$ cat config.mk
export PLATFORM = sky130hd
export DESIGN_NAME = gf180mcu_fd_sc_mcu9t5v0__decap_seq
export DESIGN_NICKNAME = d
export VERILOG_FILES = /design/src/rtl/gf180mcu_fd_sc_mcu9t5v0__decap_seq.sv
export SDC_FILE = /design/constraint.sdc
export NUM_CORES = 1
export LEC_CHECK = 0
export ABC_AREA = 1
export BUFFER_PORTS_ARGS = -buffer_cell sky130_fd_sc_hd__buf_2
export CORE_MARGIN = 2
export CORE_UTILIZATION = 50
export CTS_BUF_LIST = sky130_fd_sc_hd__clkbuf_16
export CTS_CLUSTER_DIAMETER = 120
export CTS_CLUSTER_SIZE = 20
export DETAILED_ROUTE_END_ITERATION = 10
export HOLD_SLACK_MARGIN = 0.15
export PLACE_DENSITY = 0.67
export SLEW_MARGIN = 25
export SYNTH_ARGS = -nofsm -noshare
export SYNTH_HDL_FRONTEND = slang
export SYNTH_SLANG_ARGS = --single-unit
$ cat constraint.sdc
create_clock -name CLK -period 2.2 [get_ports CLK]
set_input_delay 0.33 -clock CLK [delete_from_list [all_inputs] [get_ports CLK]]
set_output_delay 0.33 -clock CLK [all_outputs]
set_load 0.05 [all_outputs]
$ cat src/rtl/gf180mcu_fd_sc_mcu9t5v0__decap_seq.sv
// Sequenced decap bank: ramps a thermometer enable up or down one segment every STEP+1 cycles.
// Optional feature macro GF180MCU_DECAP_SEQ_ABORT_EN lets EN reverse a ramp in progress.
`timescale 1ns/1ps

module gf180mcu_fd_sc_mcu9t5v0__decap_seq #(
    parameter int NSEG   = 16,
    parameter int STEP_W = 4
) (
    input  logic              CLK,
    input  logic              RN,
    input  logic              EN,
    input  logic [STEP_W-1:0] STEP,
    output logic [NSEG-1:0]   SEG,
    output logic              BUSY,
    output logic              READY
);

`ifdef GF180MCU_DECAP_SEQ_ABORT_EN
    localparam bit ABORT = 1'b1;
`else
    localparam bit ABORT = 1'b0;
`endif

    typedef enum logic [1:0] {
        S_OFF,
        S_UP,
        S_ON,
        S_DOWN
    } state_t;

    state_t            state;
    logic [STEP_W-1:0] cnt;
    logic [STEP_W-1:0] step_lat;

    logic              dwell_done;
    logic [NSEG-1:0]   seg_up;
    logic [NSEG-1:0]   seg_dn;

    // One bit added at the low end or removed at the high end keeps SEG a thermometer code.
    assign dwell_done = (cnt == '0);
    assign seg_up     = {SEG[NSEG-2:0], 1'b1};
    assign seg_dn     = {1'b0, SEG[NSEG-1:1]};

    always_ff @(posedge CLK or negedge RN) begin
        if (!RN) begin
            state    <= S_OFF;
            SEG      <= '0;
            BUSY     <= 1'b0;
            READY    <= 1'b0;
            cnt      <= '0;
            step_lat <= '0;
        end else begin
            case (state)
                S_OFF: begin
                    if (EN) begin
                        state    <= S_UP;
                        SEG      <= {{(NSEG-1){1'b0}}, 1'b1};
                        step_lat <= STEP;
                        cnt      <= STEP;
                        BUSY     <= 1'b1;
                    end
                end
                S_UP: begin
                    if (ABORT && !EN) begin
                        state    <= S_DOWN;
                        step_lat <= STEP;
                        cnt      <= STEP;
                    end else if (dwell_done) begin
                        SEG <= seg_up;
                        cnt <= step_lat;
                        // Setting the top segment completes the ramp.
                        if (SEG[NSEG-2]) begin
                            state <= S_ON;
                            BUSY  <= 1'b0;
                            READY <= 1'b1;
                        end
                    end else begin
                        cnt <= cnt - 1'b1;
                    end
                end
                S_ON: begin
                    if (!EN) begin
                        state    <= S_DOWN;
                        SEG      <= seg_dn;
                        step_lat <= STEP;
                        cnt      <= STEP;
                        BUSY     <= 1'b1;
                        READY    <= 1'b0;
                    end
                end
                S_DOWN: begin
                    if (ABORT && EN) begin
                        state    <= S_UP;
                        step_lat <= STEP;
                        cnt      <= STEP;
                    end else if (dwell_done) begin
                        SEG <= seg_dn;
                        cnt <= step_lat;
                        // Clearing SEG[0] (only bit left) ends the ramp.
                        if (!SEG[1]) begin
                            state <= S_OFF;
                            BUSY  <= 1'b0;
                        end
                    end else begin
                        cnt <= cnt - 1'b1;
                    end
                end
                default: begin
                    state <= S_OFF;
                    SEG   <= '0;
                    BUSY  <= 1'b0;
                    READY <= 1'b0;
                end
            endcase
        end
    end

endmodule

==> metrics.csv, run 1 <==
stage,metric,value,unit
power_and_ir_drop,p_per_area,1430,nW/um^2
floorplanning,die_area,3840,sq um
floorplanning,top_level_ports,25,
placement,dp.cells,268,
clock_network,h-tree-depth,1,
yosys,synth.distinct_cells,24,
drt,drt-total-wl,3.32,mm
timing,min_period,1750,ps
yosys,syn-mean-instance-area,8.35,sq um
floorplanning,initial_utilization,51.1,%
yosys,ys_seq_elements,28,
worst_setup_path,cp.arrival,1860,ps
timing,drv_slew,0,
worst_setup_path,crit_family,compound AO/OA/AOI/OAI gates,
global_route,antenna_found_initial,0,
clock_network,clkSinkCount,28,
min_path,hp-class,in -> reg,
worst_setup_path,critPathCaptureType,register,
timing,tns,0,ps
finish,fin_cells,273,
yosys,synthTopCellsByArea,"dfrtp_1 (42%), nand2_1 (10%), inv_1 (5.8%), o21ai_2 (5.7%), nand2_2 (5.6%)",
floorplanning,core_area,3280,sq um
floorplanning,num_rows,21,
finish,fillers,299,
yosys,yosysWarnings,0,
yosys,synth-seq-area-share,41.8,%
placement,globalplace.congestion,0.808,
clock_network,cts_buffer_depth,2,
worst_setup_path,crit_fanout,9,
global_route,grt_pass1_vias,1171,
worst_setup_path,crit_type,reg -> reg,
yosys,syn_nets,215,
status,status,"finished, final reports clean",
drt,drt_iter0_markers,56,
timing,grt_setup_unrepaired,false,
worst_setup_path,start_kind,register,
finish,area.growth.synth_to_final,15.0,%
finish,final_core_util,58.7,%
power_and_ir_drop,ir_drop,1.04,mV
drt,post_drt_via_cell_ratio,4.96,
clock_network,hold_buffers,1,
power_and_ir_drop,leakagePower,0.952,nW
timing,fin_skew,3.68,ps
clock_network,ctsResizeCount,0,
clock_network,clock_latency,260,ps
placement,port_buffers,24,
clock_network,postCtsSetupBuffers,0,
finish,insertedDiodeCount,0,
timing,max_slew_margin,58.0,%
finish,drive_above_1_share,27.8,%
placement,dp_hpwl,2.42,mm
global_route,grt_max_degree,29,
yosys,synth_top_area_share,41.8,%
yosys,yosys.area.top_type,dfrtp_1,
timing,clock.fmax,572,MHz
floorplanning,dieHeight,61.9,microns
worst_setup_path,crit_slowest_cell,dfrtp_1,
timing,setup_viol,0,
clock_network,cts.root.buffer_cell,clkbuf_16,
finish,nets,242,
drt,drt-wirelength-per-cell,12.1,microns
worst_setup_path,crit_path_cell_trace,"inv_1, ha_1, nand2_2, nand2_4, inv_4, o21ai_1, o21ai_0",
worst_setup_path,cp.required,2320,ps
timing,period_share,79.5,%
worst_setup_path,max_stage_delay,420,ps
drt,drc,0,
floorplanning,die_x,61.9,microns
yosys,syn_inst,201,
clock_network,cts_tree,built,
timing,hold_viol,0,
drt,drt-pass1-iter-count,4,
job,drv_cap,0,
yosys,syn_area,1680,sq um
clock_network,cts_buffers,3,
drt,ant_nets,0,
global_route,grtUsageTotal,19.5,%
clock_network,cts.reportedPaths.clkPinSlew,70,ps
global_route,grt_pass1_wl,5.44,mm
drt,num_vias,1354,
timing,worst_pin_slew,630,ps
worst_setup_path,crit_buf_inv,2,
global_route,grt_overflow_total,0,
tightest hold or removal path: cells and delay by family:
family / cells / cell delay [ps]
AOI/OAI and AO/OA: 1 / 80
buffers and inverters: 2 / 150
stage by stage:
stage	hold WS (ps)	power (mW)	worst slack, ps	instance area, sq um
global placement	390	2.24	495	1810
finish	343	2.76	451	1930
detailed placement	386	2.23	451	1810
CTS	341	2.78	438	1930
global route	350	3.00	210	1930
floorplan	34.4	2.05	691	1680
cell usage in the layout (no fill, tap or decap), drive strengths merged:
master	count
nand3	12
a21oi	7
clkbuf	3
a22oi	1
nand4	3
nor2	9
nand2	63
dfrtp	28
ha	7
dlygate4sd3	1
buf	25
bufinv	1
inv	29
o21ai	26
o22ai	10
nand3b	2
state kept, by name, summed over array words and instances, names as in the netlist:
register and count:
READY 1, step_lat 4, BUSY 1, SEG 16, state 2, cnt 4
routing by layer:
metal | GRT usage [%] | share of wire, % | vias up
li1 | - | - | 713
met1 | 28.5 | 51 | 616
met2 | 28.3 | 45 | 20
met3 | 3.93 | 2.8 | 5
met4 | 7.60 | 1.4 | 0
met5 | 0 | 0 | -
area by class of cell:
class	count	area (sq um)	area share (%)
Clock buffer	3	75.1	3.89
Clock inverter	1	30.0	1.56
Inverter	29	121	6.29
Multi-Input combinational cell	140	807	41.8
Sequential cell	28	701	36.3
Tap cell	46	57.6	2.98
Timing Repair Buffer	26	138	7.13
worst paths after layout:
kind | end | slack, ps | cells past startpoint | start
max | step_lat[0] | 450 | 7 | state[0]
min | step_lat[2] | 340 | 3 | STEP[2]
max reg2reg | step_lat[0] | 450 | 7 | state[0]
min reg2reg | step_lat[3] | 490 | 2 | step_lat[3]
max in group asynchronous | SEG[0] | 1170 | 2 | RN
min in group asynchronous | cnt[3] | 620 | 2 | RN
power breakdown:
group	switching, mW	internal (mW)
clock	0.174	0.362
sequential	0.110	0.655
combinational	1.05	0.412
total	1.34	1.43
cell families (layout without fill, tap and decap cells):
logic type | after synthesis | after routing | synth area share [%]
simple gates | 89 | 89 | 26.4
compound gates | 44 | 44 | 16.5
buf+inv | 33 | 59 | 10.1
flops | 28 | 28 | 41.8
fa+ha+maj | 7 | 7 | 5.22
synth_stat cells:
master,count
nand2_1,45
nand2_4,2
o21ai_1,2
nor2_1,7
o21ai_2,11
nand4_1,3
clkbuf_1,1
ha_1,7
buf_2,1
nand2_2,15
nand3_1,12
nor2_2,1
inv_8,1
o22ai_1,10
inv_1,26
inv_4,2
buf_12,2
nand2_8,1
a22oi_1,1
nand3b_1,2
a21oi_1,7
o21ai_0,13
dfrtp_1,28
nor2_4,1
Note: power is estimated with default switching activity, not from simulation.
==> run 2: changes to the inputs <==
PLACE_DENSITY = 0.7   (was 0.67)
clock period = 1.6 ns   (was 2.2 ns; I/O delays follow)
==> run 2 against run 1 <==
Utilization up 3.5 points. Non-clock buffer count up 13. Register-to-register slack worse by 360 ps. Critical path depth up 2. Global-route usage up 1.0 points. Sequential share of layout area down 1.9 points. Hold slack worse by 110 ps. Via count up 7.5%. Sequential cell count unchanged. Setup slack worse by 360 ps. Fmax up 16%. Critical path type unchanged.
==> metrics.csv, run 2 (synthesis gave the netlist of run 1 again) <==
stage,metric,value,unit
timing,fin_skew,1.69,ps
worst_setup_path,crit_buf_inv,3,
power_and_ir_drop,power,4.14,mW
power_and_ir_drop,p_per_area,2020,nW/um^2
global_route,grt_max_degree,29,
drt,num_vias,1456,
drt,drc,0,
finish,top_register,SEG,
drt,highest-signal-layer,met4,
placement,dp.cells,280,
clock_network,h-tree-depth,1,
drt,drt_iter0_markers,65,
worst_setup_path,crit_type,reg -> reg,
timing,drv_slew,0,
timing,setup_viol,0,
drt,drt-pass1-iter-count,4,
finish,drive_above_1_share,35.0,%
timing,hold_viol,0,
global_route,grtUsageTotal,20.5,%
global_route,grt_overflow_total,0,
drt,drt-total-wl,3.43,mm
placement,port_buffers,24,
power_and_ir_drop,leakagePower,1.01,nW
drt,post_drt_via_cell_ratio,5.09,
drt,wl_met3,72,microns
clock_network,cts.reportedPaths.clkPinSlew,60,ps
worst_setup_path,cp_common_cell,nand2_1,
drt,drt-wirelength-per-cell,12.0,microns
placement,globalplace.congestion,0.916,
worst_setup_path,crit_path_cell_trace,"inv_2, ha_1, nand2_1, nand2_4, inv_4, buf_4, nand3_1, nand2_1, nand2_1",
worst_setup_path,cp.arrival,1670,ps
placement,dp_hpwl,2.45,mm
finish,mostFrequentLayoutCell,nand2_1,
floorplanning,dieHeight,61.9,microns
placement,place_area,1900,sq um
floorplanning,top_level_ports,25,
floorplanning,core_area,3280,sq um
job,drv_cap,0,
timing,fin_ws,88.8,ps
floorplanning,initial_utilization,51.1,%
drt,met2WireLength,1.61,mm
clock_network,clkSinkCount,28,
worst_setup_path,crit_slowest_cell,dfrtp_2,
global_route,grt_pass1_vias,1322,
finish,largest_reg_flops,16,
drt,ant_nets,0,
timing,clock.fmax,662,MHz
worst_setup_path,start_kind,register,
worst_setup_path,max_stage_delay,410,ps
timing,period_share,94.5,%
finish,final_cell_mix,"nand2_1 (44), dfrtp_1 (26), inv_1 (24), buf_2 (24), nand2_2 (16)",
clock_network,cts_tree,built,
worst_setup_path,crit_family,simple AND/OR/NAND/NOR gates,
finish,fin_area,2040,sq um
clock_network,clock_latency,260,ps
floorplanning,die_x,61.9,microns
finish,fin_cells,286,
status,status,"finished, final reports clean",
timing,worst_pin_slew,615,ps
placement,dp_slack,7.94,ps
worst_setup_path,critPathCaptureType,register,
worst_setup_path,crit_fanout,6,
drt,met1_length,1.67,mm
global_route,antenna_found_initial,0,
floorplanning,num_rows,21,
clock_network,cts_buffers,3,
power_and_ir_drop,ir_drop,1.12,mV
floorplanning,die_area,3840,sq um
clock_network,cts_buffer_depth,2,
finish,reg_top3,"SEG: 16 flops, cnt: 4 flops, step_lat: 4 flops",
worst_setup_path,cp.required,1750,ps
timing,min_period,1510,ps
clock_network,cts.root.buffer_cell,clkbuf_16,
finish,insertedDiodeCount,0,
finish,nets,255,
min_path,hp-class,in -> reg,
timing,max_slew_margin,59.0,%
global_route,grt_pass1_wl,5.86,mm
finish,area.growth.synth_to_final,21.8,%
[run 2: changes by cell type in the layout (fill, tap and decap cells not counted)]
cell	before	now
nand2_1	45	44
dfrtp_1	28	26
nand2_2	15	16
inv_8	1	0
inv_12	0	1
inv_2	0	2
buf_4	1	14
ha_2	0	3
ha_1	7	4
dfrtp_2	0	2
inv_1	26	24
[run 2: path summary, 6_finish.rpt]
path,from,end,slack [ps],cells past startpoint
worst max-delay path,state[0],state[1],90,9
worst min-delay path,STEP[0],step_lat[0],230,3
worst max register to register,state[0],state[1],90,9
worst min register to register,BUSY,BUSY,480,2
max in group asynchronous,RN,state[0],640,2
min in group asynchronous,RN,READY,520,2
[run 2: metrics by stage]
stage / hold slack (ps) / util [%] / setup TNS (ps)
global route: 256 / 62.2 / -14.8
global placement: 295 / 58.0 / 0
floorplan: -55.6 / - / 0
detailed placement: 291 / 58.0 / 0
finish: 234 / 62.2 / 0
CTS: 234 / 61.7 / 0
[run 2: where the power goes]
part | internal, mW | total, mW | switching [mW]
clock network | 0.498 | 0.734 | 0.236
registers | 0.905 | 1.07 | 0.165
logic | 0.805 | 2.33 | 1.53
[run 2: final cells by class]
type                    count  area, sq um
fillers                   290         1240
multi-input cells         140          817
flip-flops and latches     28          703
repair buffers             39          235
inverters                  29          126
clock buffers               3         75.1
well taps                  46         57.6
clock inverters             1         30.0
[run 2: per-layer routing]
layer / vias to the layer above / track usage [%]
li1: 739 / -
met1: 684 / 30.1
met2: 24 / 30.8
met3: 9 / 2.69
met4: 0 / 7.90
met5: - / 0
[run 2: what timing repair did]
item / CTS / global route
endpoints found under the hold margin: 28 / 0
pin swaps: 0 / 0
cloned: 0 / 0
setup endpoints to repair: 2 / 23
hold buffers: 1 / 0
resized for setup: 0 / 10
setup buffers: 1 / 0
[run 2: worst reg2reg max path, stage by stage (launching register included)]
cell,delay [ps]
dfrtp_2,410
inv_2,70
ha_1,210
nand2_1,110
nand2_4,60
inv_4,100
buf_4,140
nand3_1,140
nand2_1,110
nand2_1,50
==> run 3: changes to the inputs <==
PLACE_DENSITY = 0.67   (was 0.7)
clock period = 1.9 ns   (was 1.6 ns; I/O delays follow)
==> run 3 against run 2 <==
Die area unchanged. Clock-buffer cell count unchanged. Hold slack better by 54 ps. Setup slack better by 110 ps. Via count decreased by 6.1%. Register-to-register slack improved by 110 ps. Global-route usage decreased by 1.2 points. Clock skew up 2.0 ps. Critical path depth unchanged. Total power down 25%. Final cell count shrank 4.2%. Combinational power fell by 25%.
==> metrics.csv, run 3 (synthesis gave the netlist of run 1 again) <==
stage,metric,value,unit
status,status,"finished, final reports clean",
global_route,grt_pass1_vias,1186,
worst_setup_path,cp-endpoint,SEG[2],
min_path,min-delay-start,STEP[0],
timing,drv_slew,0,
job,drv_cap,0,
power_and_ir_drop,pwr-share-clk,14.9,%
worst_setup_path,cp.arrival,1850,ps
finish,fin_area,1920,sq um
power_and_ir_drop,p_per_area,1610,nW/um^2
global_route,grt_max_degree,29,
timing,min_period,1700,ps
placement,globalplace.congestion,0.924,
floorplanning,top_level_ports,25,
finish,area.growth.synth_to_final,14.3,%
power_and_ir_drop,p_seq_share,28.7,%
min_path,hp-class,in -> reg,
drt,num_vias,1367,
clock_network,h-tree-depth,1,
clock_network,cts.reportedPaths.clkPinSlew,60,ps
worst_setup_path,r2r-start,state[0],
timing,period_share,89.5,%
timing,grt_setup_unrepaired,false,
finish,mostFrequentLayoutCell,nand2_1,
global_route,grt_pass1_wl,5.52,mm
clock_network,cts_tree,built,
timing,clock.fmax,588,MHz
power_and_ir_drop,p_comb_share,56.4,%
power_and_ir_drop,power,3.09,mW
power_and_ir_drop,p_int,1.55,mW
drt,drt-total-wl,3.25,mm
drt,ant_nets,0,
finish,drive_above_1_share,28.5,%
clock_network,clkSinkCount,28,
finish,insertedDiodeCount,0,
global_route,grt_overflow_total,0,
power_and_ir_drop,p_sw,1.54,mW
timing,worst_pin_slew,628,ps
worst_setup_path,rrSetupSlack,200,ps
finish,nets,244,
worst_setup_path,crit_fanout,26,
finish,largest_reg_flops,16,
clock_network,postCtsSetupBuffers,0,
floorplanning,die_area,3840,sq um
drt,post_drt_via_cell_ratio,4.99,
timing,setup_viol,0,
power_and_ir_drop,p_sw_share,49.8,%
global_route,grtUsageTotal,19.3,%
timing,max_slew_margin,58.2,%
floorplanning,num_rows,21,
floorplanning,die_x,61.9,microns
clock_network,cts.root.buffer_cell,clkbuf_16,
global_route,antenna_found_initial,0,
worst_setup_path,timing.rr.end,SEG[2],
clock_network,clock_latency,260,ps
power_and_ir_drop,ir_drop,1.10,mV
finish,final_cell_mix,"nand2_1 (45), dfrtp_1 (28), inv_1 (26), buf_2 (24), nand2_2 (15)",
finish,top_register,SEG,
worst_setup_path,start_kind,register,
clock_network,cts_buffer_depth,2,
clock_network,cts_buffers,3,
worst_setup_path,critical_path.startpoint,state[0],
drt,drt-wirelength-per-cell,11.9,microns
power_and_ir_drop,leakagePower,0.948,nW
finish,reg_top3,"SEG: 16 flops, cnt: 4 flops, step_lat: 4 flops",
timing,hold_ws,288,ps
timing,hold_viol,0,
placement,port_buffers,24,
floorplanning,dieHeight,61.9,microns
worst_setup_path,crit_type,reg -> reg,
drt,drc,0,
floorplanning,core_area,3280,sq um
timing,fin_skew,3.68,ps
worst_setup_path,cp.required,2050,ps
worst_setup_path,critPathCaptureType,register,
placement,dp_hpwl,2.38,mm
worst_setup_path,r2r_cells,9,
finish,fillers,296,
drt,drt-pass1-iter-count,4,
placement,place_area,1830,sq um
timing,tns,0,ps
drt,drt_iter0_markers,100,
floorplanning,initial_utilization,51.1,%
## run 3: changes by cell type in the layout (fill, tap and decap cells not counted), moves of 2 or more
cell / before / now
buf_4: 14 / 3
dfrtp_1: 26 / 28
dfrtp_2: 2 / 0
ha_1: 4 / 7
ha_2: 3 / 0
inv_1: 24 / 26
inv_2: 2 / 0
## run 3: final cells by class
| class | instances | area (sq um) | share of cell area [%] |
|---|---|---|---|
| multi-input combinational | 140 | 811 | 42.3 |
| timing repair buffer | 28 | 153 | 7.96 |
| sequential | 28 | 701 | 36.5 |
| inverter | 29 | 121 | 6.33 |
| clock buffer | 3 | 75.1 | 3.91 |
| tap | 46 | 57.6 | 3.00 |
## run 3: how the worst min path moves through the flow
stage	to	cells past startpoint
3_5_place_dp	step_lat[3]	1
3_3_place_gp	step_lat[3]	1
4_1_cts	step_lat[0]	3
2_1_floorplan	BUSY	0
6_report	step_lat[0]	3
5_1_grt	step_lat[0]	3
## run 3: through the flow
stage               utilization (%)  setup WS [ps]  instances
floorplan                         -            391        201
global placement               55.7            158        270
detailed placement             55.7            140        270
CTS                            58.3            136        274
global route                   58.4           54.3        274
finish                         58.4            200        274
## run 3: power groups by stage
stage          registers, mW  logic, mW  clock network (mW)
3_5_place_dp           0.894       1.72                   0
3_3_place_gp           0.895       1.70                   0
2_1_floorplan           1.02       1.36                   0
4_1_cts                0.885       1.73               0.477
5_1_grt                0.908       1.96               0.504
6_report               0.887       1.75               0.462
## run 3: metal layers
metal / vias to the layer above / part of all wire, % / GRT usage, %
li1: 715 / - / -
met5: - / 0 / 0
met4: 0 / 0.37 / 5.47
met2: 27 / 42 / 26.5
met3: 2 / 2.6 / 2.48
met1: 623 / 55 / 31.3
## run 3: critical path: stages (launching register included)
cell and delay (ps):
dfrtp_1 430, inv_1 140, ha_1 330, nand2_2 120, nand2_4 130, inv_4 80
nand2_8 110, inv_8 90, nand2_1 100, o21ai_2 50
## run 3: repair_timing
item / CTS / global route
hold endpoints to repair: 28 / 0
endpoints found under the setup margin: 0 / 4
resized for setup: 0 / 1
hold buffers: 1 / 0
